--- src/rtl/text_line_ctrl_pkg.sv ---
// Shared constants for the status-strip text line: geometry, blank code, FSM encoding.
// The text drawer imports the same geometry so both sides agree on the strip.
package text_line_ctrl_pkg;

    localparam int NCHARS = 30;
    localparam int RECT_Y = 464;
    localparam int RECT_H = 16;
    localparam int AW     = 5;
    localparam int CW     = 7;
    localparam int VW     = 11;

    localparam logic [CW-1:0] SPACE_CODE = 7'h20;
    localparam logic [AW-1:0] NCH_A      = AW'(NCHARS);
    localparam logic [AW-1:0] LAST_IDX   = AW'(NCHARS - 1);
    localparam logic [VW-1:0] STRIP_LO   = VW'(RECT_Y);
    localparam logic [VW-1:0] STRIP_HI   = VW'(RECT_Y + RECT_H);

    typedef enum logic [1:0] {
        ST_IDLE  = 2'd0,
        ST_GRANT = 2'd1,
        ST_CLEAR = 2'd2
    } state_t;

    // Buffer may only change outside the scanned strip.
    function automatic logic blank_window(input logic [VW-1:0] v);
        return !(v >= STRIP_LO && v < STRIP_HI);
    endfunction

endpackage

--- src/rtl/text_line_ctrl_if.sv ---
// Write/clear handshake between the requesters (master) and the text line block (slave).
interface text_line_ctrl_if;
    import text_line_ctrl_pkg::*;

    logic [1:0]    wr_req;
    logic [AW-1:0] wr_addr0;
    logic [AW-1:0] wr_addr1;
    logic [CW-1:0] wr_char0;
    logic [CW-1:0] wr_char1;
    logic [1:0]    wr_ack;
    logic          wr_err;
    logic          clr_req;
    logic          clr_ack;
    logic          busy;

    modport master (
        output wr_req, wr_addr0, wr_addr1, wr_char0, wr_char1, clr_req,
        input  wr_ack, wr_err, clr_ack, busy
    );

    modport slave (
        input  wr_req, wr_addr0, wr_addr1, wr_char0, wr_char1, clr_req,
        output wr_ack, wr_err, clr_ack, busy
    );

endinterface

--- src/rtl/text_line_ctrl_rr_arbiter2.sv ---
// Two-way round-robin arbiter; the pointer names who wins a tie and moves past
// the winner whenever a grant is taken.
module text_line_ctrl_rr_arbiter2 (
    input  logic       clk,
    input  logic       rst,
    input  logic [1:0] req,
    input  logic       advance,
    output logic [1:0] grant
);

    logic ptr;

    always_comb begin
        grant = 2'b00;
        unique case (req)
            2'b01:   grant = 2'b01;
            2'b10:   grant = 2'b10;
            2'b11:   grant = ptr ? 2'b10 : 2'b01;
            default: grant = 2'b00;
        endcase
    end

    always_ff @(posedge clk) begin
        if (rst)
            ptr <= 1'b0;
        else if (advance)
            ptr <= grant[0];
    end

endmodule

--- src/rtl/text_line_ctrl.sv ---
// 30-character status line buffer: arbitrated writes, clear sweep, tear-free
// updates outside the scanned strip, and a registered read port for the drawer.
module text_line_ctrl
    import text_line_ctrl_pkg::*;
(
    input  logic          pclk,
    input  logic          rst,
    input  logic [VW-1:0] vcount_in,
    input  logic [AW-1:0] char_xy,
    output logic [CW-1:0] char_code,
    text_line_ctrl_if.slave wif
);

    state_t        state;
    logic [AW-1:0] idx;
    logic          post_reset;
    logic          g_sel;
    logic [AW-1:0] g_addr;
    logic [CW-1:0] g_char;
    logic [1:0]    ack_q;
    logic          err_q;
    logic          clr_ack_q;
    logic          busy_q;

    logic [CW-1:0] line_mem [NCHARS];

    logic          blank_ok;
    logic          ack_hold;
    logic [1:0]    req_eff;
    logic [1:0]    grant;
    logic          clr_go;
    logic          take;
    logic          mem_we;
    logic [AW-1:0] mem_waddr;
    logic [CW-1:0] mem_wdata;

    assign blank_ok = blank_window(vcount_in);

    // Requesters still hold their request in the cycle an ack is visible;
    // masking that cycle prevents a second grant of the same request.
    assign ack_hold = (|ack_q) | clr_ack_q;
    assign req_eff  = ack_hold ? 2'b00 : wif.wr_req;
    assign clr_go   = (state == ST_IDLE) && wif.clr_req && !ack_hold;
    assign take     = (state == ST_IDLE) && !wif.clr_req && (|req_eff);

    text_line_ctrl_rr_arbiter2 u_rr_arbiter2 (
        .clk     (pclk),
        .rst     (rst),
        .req     (req_eff),
        .advance (take),
        .grant   (grant)
    );

    always_comb begin
        mem_we    = 1'b0;
        mem_waddr = g_addr;
        mem_wdata = g_char;
        if (!rst && blank_ok) begin
            if (state == ST_CLEAR) begin
                mem_we    = 1'b1;
                mem_waddr = idx;
                mem_wdata = SPACE_CODE;
            end else if (state == ST_GRANT && g_addr < NCH_A) begin
                mem_we = 1'b1;
            end
        end
    end

    always_ff @(posedge pclk) begin
        if (mem_we)
            line_mem[mem_waddr] <= mem_wdata;
    end

    // Old contents win on a same-cycle write to the read address.
    always_ff @(posedge pclk) begin
        if (rst)
            char_code <= SPACE_CODE;
        else
            char_code <= (char_xy < NCH_A) ? line_mem[char_xy] : SPACE_CODE;
    end

    always_ff @(posedge pclk) begin
        if (rst) begin
            state      <= ST_CLEAR;
            idx        <= '0;
            post_reset <= 1'b1;
            g_sel      <= 1'b0;
            g_addr     <= '0;
            g_char     <= '0;
            ack_q      <= 2'b00;
            err_q      <= 1'b0;
            clr_ack_q  <= 1'b0;
            busy_q     <= 1'b1;
        end else begin
            ack_q     <= 2'b00;
            err_q     <= 1'b0;
            clr_ack_q <= 1'b0;
            unique case (state)
                ST_IDLE: begin
                    if (clr_go) begin
                        state  <= ST_CLEAR;
                        idx    <= '0;
                        busy_q <= 1'b1;
                    end else if (take) begin
                        state  <= ST_GRANT;
                        g_sel  <= grant[1];
                        g_addr <= grant[1] ? wif.wr_addr1 : wif.wr_addr0;
                        g_char <= grant[1] ? wif.wr_char1 : wif.wr_char0;
                        busy_q <= 1'b1;
                    end
                end
                ST_GRANT: begin
                    if (blank_ok) begin
                        ack_q  <= g_sel ? 2'b10 : 2'b01;
                        err_q  <= !(g_addr < NCH_A);
                        state  <= ST_IDLE;
                        busy_q <= 1'b0;
                    end
                end
                ST_CLEAR: begin
                    if (blank_ok) begin
                        if (idx == LAST_IDX) begin
                            state      <= ST_IDLE;
                            busy_q     <= 1'b0;
                            clr_ack_q  <= !post_reset;
                            post_reset <= 1'b0;
                        end else begin
                            idx <= idx + 5'd1;
                        end
                    end
                end
                default: begin
                    state  <= ST_IDLE;
                    busy_q <= 1'b0;
                end
            endcase
        end
    end

    assign wif.wr_ack  = ack_q;
    assign wif.wr_err  = err_q;
    assign wif.clr_ack = clr_ack_q;
    assign wif.busy    = busy_q;

endmodule
--- src/flat_wrapper.sv ---
// flat-port wrapper written by rule: the top's interface ports become plain ports
module text_line_ctrl_flat import text_line_ctrl_pkg::*;
  (pclk, rst, vcount_in, char_xy, char_code, wif_wr_req, wif_wr_addr0, wif_wr_addr1, wif_wr_char0, wif_wr_char1, wif_clr_req, wif_wr_ack, wif_wr_err, wif_clr_ack, wif_busy);
  text_line_ctrl_if wif_i ();
  input  logic pclk;
  input  logic rst;
  input  logic [VW-1:0] vcount_in;
  input  logic [AW-1:0] char_xy;
  output logic [CW-1:0] char_code;
  input wire logic [$bits(wif_i.wr_req)-1:0] wif_wr_req;
  input wire logic [$bits(wif_i.wr_addr0)-1:0] wif_wr_addr0;
  input wire logic [$bits(wif_i.wr_addr1)-1:0] wif_wr_addr1;
  input wire logic [$bits(wif_i.wr_char0)-1:0] wif_wr_char0;
  input wire logic [$bits(wif_i.wr_char1)-1:0] wif_wr_char1;
  input wire logic [$bits(wif_i.clr_req)-1:0] wif_clr_req;
  output wire logic [$bits(wif_i.wr_ack)-1:0] wif_wr_ack;
  output wire logic [$bits(wif_i.wr_err)-1:0] wif_wr_err;
  output wire logic [$bits(wif_i.clr_ack)-1:0] wif_clr_ack;
  output wire logic [$bits(wif_i.busy)-1:0] wif_busy;
  assign wif_i.wr_req = wif_wr_req;
  assign wif_i.wr_addr0 = wif_wr_addr0;
  assign wif_i.wr_addr1 = wif_wr_addr1;
  assign wif_i.wr_char0 = wif_wr_char0;
  assign wif_i.wr_char1 = wif_wr_char1;
  assign wif_i.clr_req = wif_clr_req;
  assign wif_wr_ack = wif_i.wr_ack;
  assign wif_wr_err = wif_i.wr_err;
  assign wif_clr_ack = wif_i.clr_ack;
  assign wif_busy = wif_i.busy;
  text_line_ctrl u_core (.pclk(pclk), .rst(rst), .vcount_in(vcount_in), .char_xy(char_xy), .char_code(char_code), .wif(wif_i));
endmodule
--- config.mk ---
export PLATFORM = sky130hd
export DESIGN_NAME = text_line_ctrl_flat
export DESIGN_NICKNAME = d
export VERILOG_FILES = /design/src/rtl/text_line_ctrl_pkg.sv /design/src/rtl/text_line_ctrl_if.sv /design/src/rtl/text_line_ctrl_rr_arbiter2.sv /design/src/rtl/text_line_ctrl.sv /design/src/flat_wrapper.sv
export SDC_FILE = /design/constraint.sdc
export NUM_CORES = 1
export LEC_CHECK = 0
export ABC_AREA = 1
export BUFFER_PORTS_ARGS = -buffer_cell sky130_fd_sc_hd__buf_2
export CORE_MARGIN = 3
export CORE_UTILIZATION = 61
export CTS_CLUSTER_SIZE = 12
export DETAILED_ROUTE_END_ITERATION = 12
export PLACE_DENSITY = 0.77
export SETUP_SLACK_MARGIN = 0.4
export SYNTH_ARGS = -nofsm -noshare
export SYNTH_HDL_FRONTEND = slang
export SYNTH_SLANG_ARGS = --single-unit
export TNS_END_PERCENT = 5
--- constraint.sdc ---
create_clock -name pclk -period 2.8 [get_ports pclk]
set_input_delay 0.28 -clock pclk [delete_from_list [all_inputs] [get_ports pclk]]
set_output_delay 0.28 -clock pclk [all_outputs]
set_load 0.03 [all_outputs]
* Yosys cells after proc, flatten, opt, wreduce, memory -nomap -nowiden
Memories as Yosys holds them, arrays and structs flattened. A register that Yosys moved wholly into a read port is not among the register bits.
Index checks and enable logic that the tools add are counted.
** Storage, ports and cells
- Bits of input ports :: 45
- Bits in writable memories :: 210
- Flip-flop bits (word level) :: 27
- Memories :: 1
- Word-level logic and storage cells :: 91
- Output and inout bits :: 12
** Memory list
- u_core.line_mem :: words 30, bits a word 7, read ports 1, clocked after Yosys merged registers in 1, wr ports 1, RTL line text_line_ctrl.sv:25 : logic [CW-1:0] line_mem [NCHARS];
** Cells by class
- Reductions and logical operators :: 24
- Bitwise operators :: 7
- Add/sub/neg operators :: 1
- Magnitude comparators :: 4
- Eq/ne operators :: 12
- Muxes and demuxes :: 31
** Operators with widths (count)
- $mux W5 :: 6
- $mux W7 :: 3
- $mux W2 :: 8
- $pmux W2 S3 :: 2
- $ge A11 B9 Y1 const B :: 1
- $lt A11 B9 Y1 const B :: 1
- $lt A5 B5 Y1 const B :: 2
- $mux W1 :: 10
- $pmux W5 S2 :: 1
- $ne A2 B2 Y1 const B :: 4
- $reduce_and A4 Y1 :: 2
- $logic_and A1 B1 Y1 :: 7
- $eq A2 B2 Y1 const B :: 3
- $logic_not A1 Y1 :: 6
- $not A1 Y1 :: 6
- $reduce_and A3 Y1 :: 2
- $reduce_or A2 Y1 :: 3
- $add A5 B1 Y5 const B :: 1
- $eq A5 B5 Y1 const B :: 1
- $eq A2 B1 Y1 const B :: 2
- $reduce_or A4 Y1 :: 1
- $ne A3 B1 Y1 const B :: 1
- $pmux W1 S3 :: 1
- $reduce_or A3 Y1 :: 1
- other kinds (4) :: 4

* Depth between registers and ports, before layout
- Depth in word-level cells :: 8
- Gate-level depth with buffers :: 12

* Hierarchy
A second synthesis with hierarchy kept.
** Unflattened totals
- Cell total of the unflattened synthesis :: 1110
- Area, all modules :: 10895.4 µm²
** By module, submodules not included
- text_line_ctrl :: sequential area each 6966.7 µm², cells each 1099, area an instance 10834.1 µm², instances 1
- text_line_ctrl_rr_arbiter2 :: sequential area each 20.0 µm², cells each 11, area an instance 61.3 µm², instances 1

* Worst setup path after synthesis
No wires, ideal clock.
- Path kind :: in2reg
- From :: input vcount_in[9]
- To :: memory u_core.line_mem[0][0], data pin
- Arrival time :: 1.667 ns
- Required time :: 2.458 ns
- Cell stages on the path :: 6
- Path slack :: 0.791 ns
- Path buffers :: 1
- Path through :: nor2_1 nand3b_4 nand2_8 buf_8 nor2_1 nor2_1
** Between the ends
- Longest elaborated chain between the ends :: 5
- Elaborated cells on any way between the ends :: 6
** Ends and longest elaborated chain
- from (decl) :: RTL line flat_wrapper.sv:7 : input logic [VW-1:0] vcount_in;
- $ge A11 B9 Y1 / $lt A11 B9 Y1 (equally long branches) :: RTL line text_line_ctrl_pkg.sv:26 : return !(v >= STRIP_LO && v < STRIP_HI);
- $logic_and A1 B1 Y1 * :: RTL line text_line_ctrl_pkg.sv:26
- $logic_not A1 Y1 * :: RTL line text_line_ctrl_pkg.sv:26
- $logic_and A1 B1 Y1 * :: RTL line text_line_ctrl.sv:58 : if (!rst && blank_ok) begin
- $mux W7 * :: RTL line text_line_ctrl.sv:58
- net u_core.mem_wdata[0] :: RTL line text_line_ctrl.sv:35 : logic [CW-1:0] mem_wdata;
- to (decl) :: RTL line text_line_ctrl.sv:25
Mark *: on every way through the listed nets, which the timed path passes. The rest lies on a longest branch.

* Final worst setup path
- From :: register u_core.state[0]
- To :: memory u_core.line_mem[7][4] (enable)
** Between the ends
- Longest elaborated chain between the ends :: 7
- Elaborated cells on any way between the ends :: 10
** Ends and longest elaborated chain
- from (decl) :: RTL line text_line_ctrl.sv:14 : state_t state;
- from (signal assigned) :: RTL line text_line_ctrl.sv:84 : state <= ST_CLEAR;
- from (signal assigned) :: RTL line text_line_ctrl.sv:101 : state <= ST_CLEAR;
- from (signal assigned) :: RTL line text_line_ctrl.sv:105 : state <= ST_GRANT;
- $eq A2 B1 Y1 :: RTL line text_line_ctrl.sv:63 : end else if (state == ST_GRANT && g_addr < NCH_A) begin
- $logic_and A1 B1 Y1 :: RTL line text_line_ctrl.sv:63
- $mux W1 :: RTL line text_line_ctrl.sv:63
- $mux W1 :: RTL line text_line_ctrl.sv:59 : if (state == ST_CLEAR) begin
- $mux W1 :: RTL line text_line_ctrl.sv:58
- $mux W1 :: RTL line text_line_ctrl.sv:70 : if (mem_we)
- $mux W1 (not written as such) :: RTL line text_line_ctrl.sv:71 : line_mem[mem_waddr] <= mem_wdata;
Several ways; a longest one is shown, not always the timed one.

==> results by stage <==
STA:
- The maximum clock rate is ~410 MHz.
- Clock skew on the completed layout was measured at 0.0194 ns.
- Setup slack on the critical path of the routed design comes to around 0.38 ns.
- The final-report max-slew violation count came to 0.
- The final critical delay including setup and external delays is 2.42 ns.
- The number of failing setup endpoints in the final timing report is 0.
- The final total negative setup slack is 0 ns.
- Of the available clock period, the critical path in the final layout requires 0.864.
- The hold violation total from the final report is 0.
- The max-slew headroom at the worst pin is 0.398.
- The transition at the pin with the smallest max-transition slack is 0.902 ns.
- Setup repair after global routing could not meet its margin everywhere.

Layout:
- The post-synthesis to final-layout area growth is 13.1%.
- The final layout net count is between 1,000 and 1,500.
- The final core utilization is 0.711.
- After routing the design area is 11,900 um2.
- The share of final-layout standard cells stronger than drive strength 1 is 0.153.
- The number of antenna repair diodes is 0.

Yosys:
- In the post-synthesis netlist, the cell with the most instances is sky130_fd_sc_hd__nand2_1.
- The number of distinct library cells after synthesis is 38.
- The main combinational cell family by area after synthesis is simple AND/OR/NAND/NOR gates.
- The count of flip-flops with a built-in enable after synthesis is 210.
- The count of state elements after synthesis is 244.
- The library cell with the largest summed area after synthesis is sky130_fd_sc_hd__edfxtp_1.
- The most used flip-flop cell after synthesis is sky130_fd_sc_hd__edfxtp_1.
- Of the total synthesized cell area, the portion taken by XOR and XNOR cells is 0.00166.
- In this run the cell area of the synthesized design comes to 10,500 um2.
- Of the post-synthesis cell area, the part taken by muxes is 0.
- The count of yosys warnings during synthesis is 0.
- Ranked by total cell area, the synthesized netlist is headed by sky130_fd_sc_hd__edfxtp_1 60%, sky130_fd_sc_hd__nand2_1 8.7%, sky130_fd_sc_hd__dfxtp_1 6.5%, sky130_fd_sc_hd__nor2_1 6.4%, sky130_fd_sc_hd__nand3_1 3.3%.
- The share of the synthesized area in compound gates (AO/OA/AOI/OAI) is 0.0703.
- The average instance in the mapped netlist occupies 10.2 um2.
- Of all flip-flops after synthesis, the portion carrying an async set or reset was 0.
- The gate count of the mapped netlist is 1,032.
- The sequential element share of the synthesized area is 0.663.
- The synthesized net count is between 1,000 and 1,500.
- The area share of and/or/nand/nor cells after synthesis is 0.216.
- In the synthesized netlist, the cells that appear most often are 244 x sky130_fd_sc_hd__nand2_1, 210 x sky130_fd_sc_hd__edfxtp_1, 181 x sky130_fd_sc_hd__nor2_1.
- The top cell type's share of synthesized area is 0.598.
- Of the total synthesized cell area, the portion taken by full adders, half adders and majority gates is 0.00237.

Floorplan:
- Measured along the x axis, the die boundary spans 137 um.
- The full die area is 18,900 um2.
- The number of ports placed on the die boundary is 57.
- The y dimension of the die is 137 um.
- The number of rows created at floorplan is 47.
- The initial standard-cell utilization of the core is 0.629.
- After floorplanning, the core was sized to cover around 17,000 um2.

Routing:
- The first-iteration detailed-routing DRC count is 795.
- The overall via count from detail_route is 7,525.
- The number of remaining DRC errors is 0.
- The average vias per placed instance is roughly 5.6.
- The post-detailed-route count of antenna-violating nets is 0.
- The routed wire length per instance is 17.6 um.
- Before antenna repair, the detailed router went through 7 iterations.
- The total wire length after detailed routing is roughly 24,000 um.

Critical path:
- The most used cell along the critical path is sky130_fd_sc_hd__nand2_1.
- STA classifies the critical path endpoint as a flip-flop.
- For the worst setup path, the data required time is 2.96 ns.
- Of all nets on the critical path, the largest fanout is 11.
- The path type of the worst setup path is flip-flop to flip-flop.
- The number of buffer and inverter instances along the worst setup path is 2.
- The worst setup path is launched from a flip-flop.
- At the worst endpoint, the arrival time is 2.58 ns.
- Walking the worst path, the cells encountered are inv_2 -> nand2_1 -> buf_4 -> nand2_1 -> o21ai_1 -> nand2_1 -> nand2_2 -> nand3_2 -> nor2_1.
- The cell type of the slowest stage on the worst timing path is sky130_fd_sc_hd__nor2_1.
- The largest delay contributor family on the critical path is simple AND/OR/NAND/NOR gates.
- For this run, the slowest stage of the critical path takes 0.55 ns.

GRT:
- The number of antenna violations at the first check in global routing is 0.
- The overall routing resource usage is 0.254.
- The via count of the first global-routing pass is 7,180.
- The maximum number of pins on one net before global-route repair is 100.
- The first global-routing pass estimated ~37,000 um of wire.
- The global route total overflow is 0.

Clock tree:
- The clock tree from TritonCTS is built.
- The total clock sinks is roughly 240.
- The clock transition time at the flip-flop clock pins of the worst setup and hold paths is 0.06 ns.
- The number of buffers added for setup after CTS is 0.
- The tree is rooted in a sky130_fd_sc_hd__clkbuf_16.
- Counting along the longest clock path gives a buffer depth of 3.
- CTS built an H-tree with a depth of 1.
- Counting the buffers created by CTS gives 25.
- The clock latency on the worst-skew pair is 0.53 ns.
- Once the clock tree was built, the resizer swapped 0 gates to a different size.
- Hold repair after CTS inserted 0 buffers.

Run:
- Max-cap violations in this run came to 0.

Run status:
- The flow ran to the end, and the final reports show no timing, DRC or antenna violations.

Place:
- In this run the cell area measured after placement is 11,200 um2.
- The pre-CTS setup slack is about 0.4 ns.
- The estimated wirelength of the detail-placed design is 14,500 um.
- At the end of routability-driven placement, the weighted congestion stood at 0.870.
- During placement, the flow inserted port buffers numbering 52.

Power:
- The worst IR drop on VDD is 0.000536 V.
- The cell area power density is 622 nW/um2.
- The analysis attributes to cell leakage a power of about 4.6 nW.
- The design draws approximately 7.4 mW.

Worst hold path:
- The worst hold path belongs to the class input pin to flip-flop.
worst paths after layout:
kind / startpoint / endpoint / slack, ns / cells after the start
max: u_core.state[0] / u_core.line_mem[7][4] / 0.38 / 9
min: wif_wr_char1[4] / u_core.g_char[4] / 0.02 / 3
max reg2reg: u_core.state[0] / u_core.line_mem[7][4] / 0.38 / 9
min reg2reg: u_core.post_reset / u_core.wif.clr_ack / 0.43 / 1
logic make-up after synthesis:
family | Yosys count
simple gates | 530
compound gates | 142
buf+inv | 112
fa+ha+maj | 2
xor+xnor | 2
flops | 244
final cells by class:
class / count / area (um2)
multi-input cells: 676 / 3070
flip-flops and latches: 244 / 6990
well taps: 220 / 275
repair buffers: 92 / 601
clock inverters: 5 / 52.6
clock buffers: 38 / 684
fillers: 1207 / 4840
inverters: 64 / 245
power by group:
group	switching [mW]	internal, mW	total, mW
clock network	1.27	1.77	3.03
registers	0.00735	3.92	3.93
logic	0.318	0.143	0.461
total	1.59	5.83	7.42
worst reg2reg max path, stage by stage (launching register included):
cell                      delay (ns)
sky130_fd_sc_hd__dfxtp_1        0.41
sky130_fd_sc_hd__inv_2          0.05
sky130_fd_sc_hd__nand2_1        0.26
sky130_fd_sc_hd__buf_4          0.24
sky130_fd_sc_hd__nand2_1        0.06
sky130_fd_sc_hd__o21ai_1        0.14
sky130_fd_sc_hd__nand2_1        0.10
sky130_fd_sc_hd__nand2_2        0.13
sky130_fd_sc_hd__nand3_2        0.13
sky130_fd_sc_hd__nor2_1         0.55
metal layers:
layer,routed length (um),track usage,part of all wire
met1,9550,0.353,0.41
met2,11500,0.422,0.49
met3,2050,0.0354,0.087
met4,480,0.0748,0.020
met5,0,0,0
layout by cell type, fill, tap and decap left out, drive strengths merged, types with 2 or more instances in the layout:
cell      n
a21oi    40
buf      92
clkbuf   38
clkinv    5
dfxtp    34
edfxtp  210
ha        2
inv      63
nand2   251
nand3    81
nand4     5
nor2    185
nor3      3
o21ai    99
or2       3
through the flow:
step                      hold slack (ns)  instances
after detailed placement            0.415       1296
after floorplan                     0.384       1032
after CTS                      0.00000788       1339
after global routing               0.0112       1339
final                              0.0182       1339
after global placement              0.426       1296
state kept, by name (all words and copies together) (netlist names), 2 cells and up:
signal	count
u_core.line_mem	210
u_core.char_code	7
u_core.g_char	7
u_core.g_addr	5
u_core.idx	5
u_core.state	2
u_core.wif.wr_ack	2
Power figures use the tool's default switching activity.
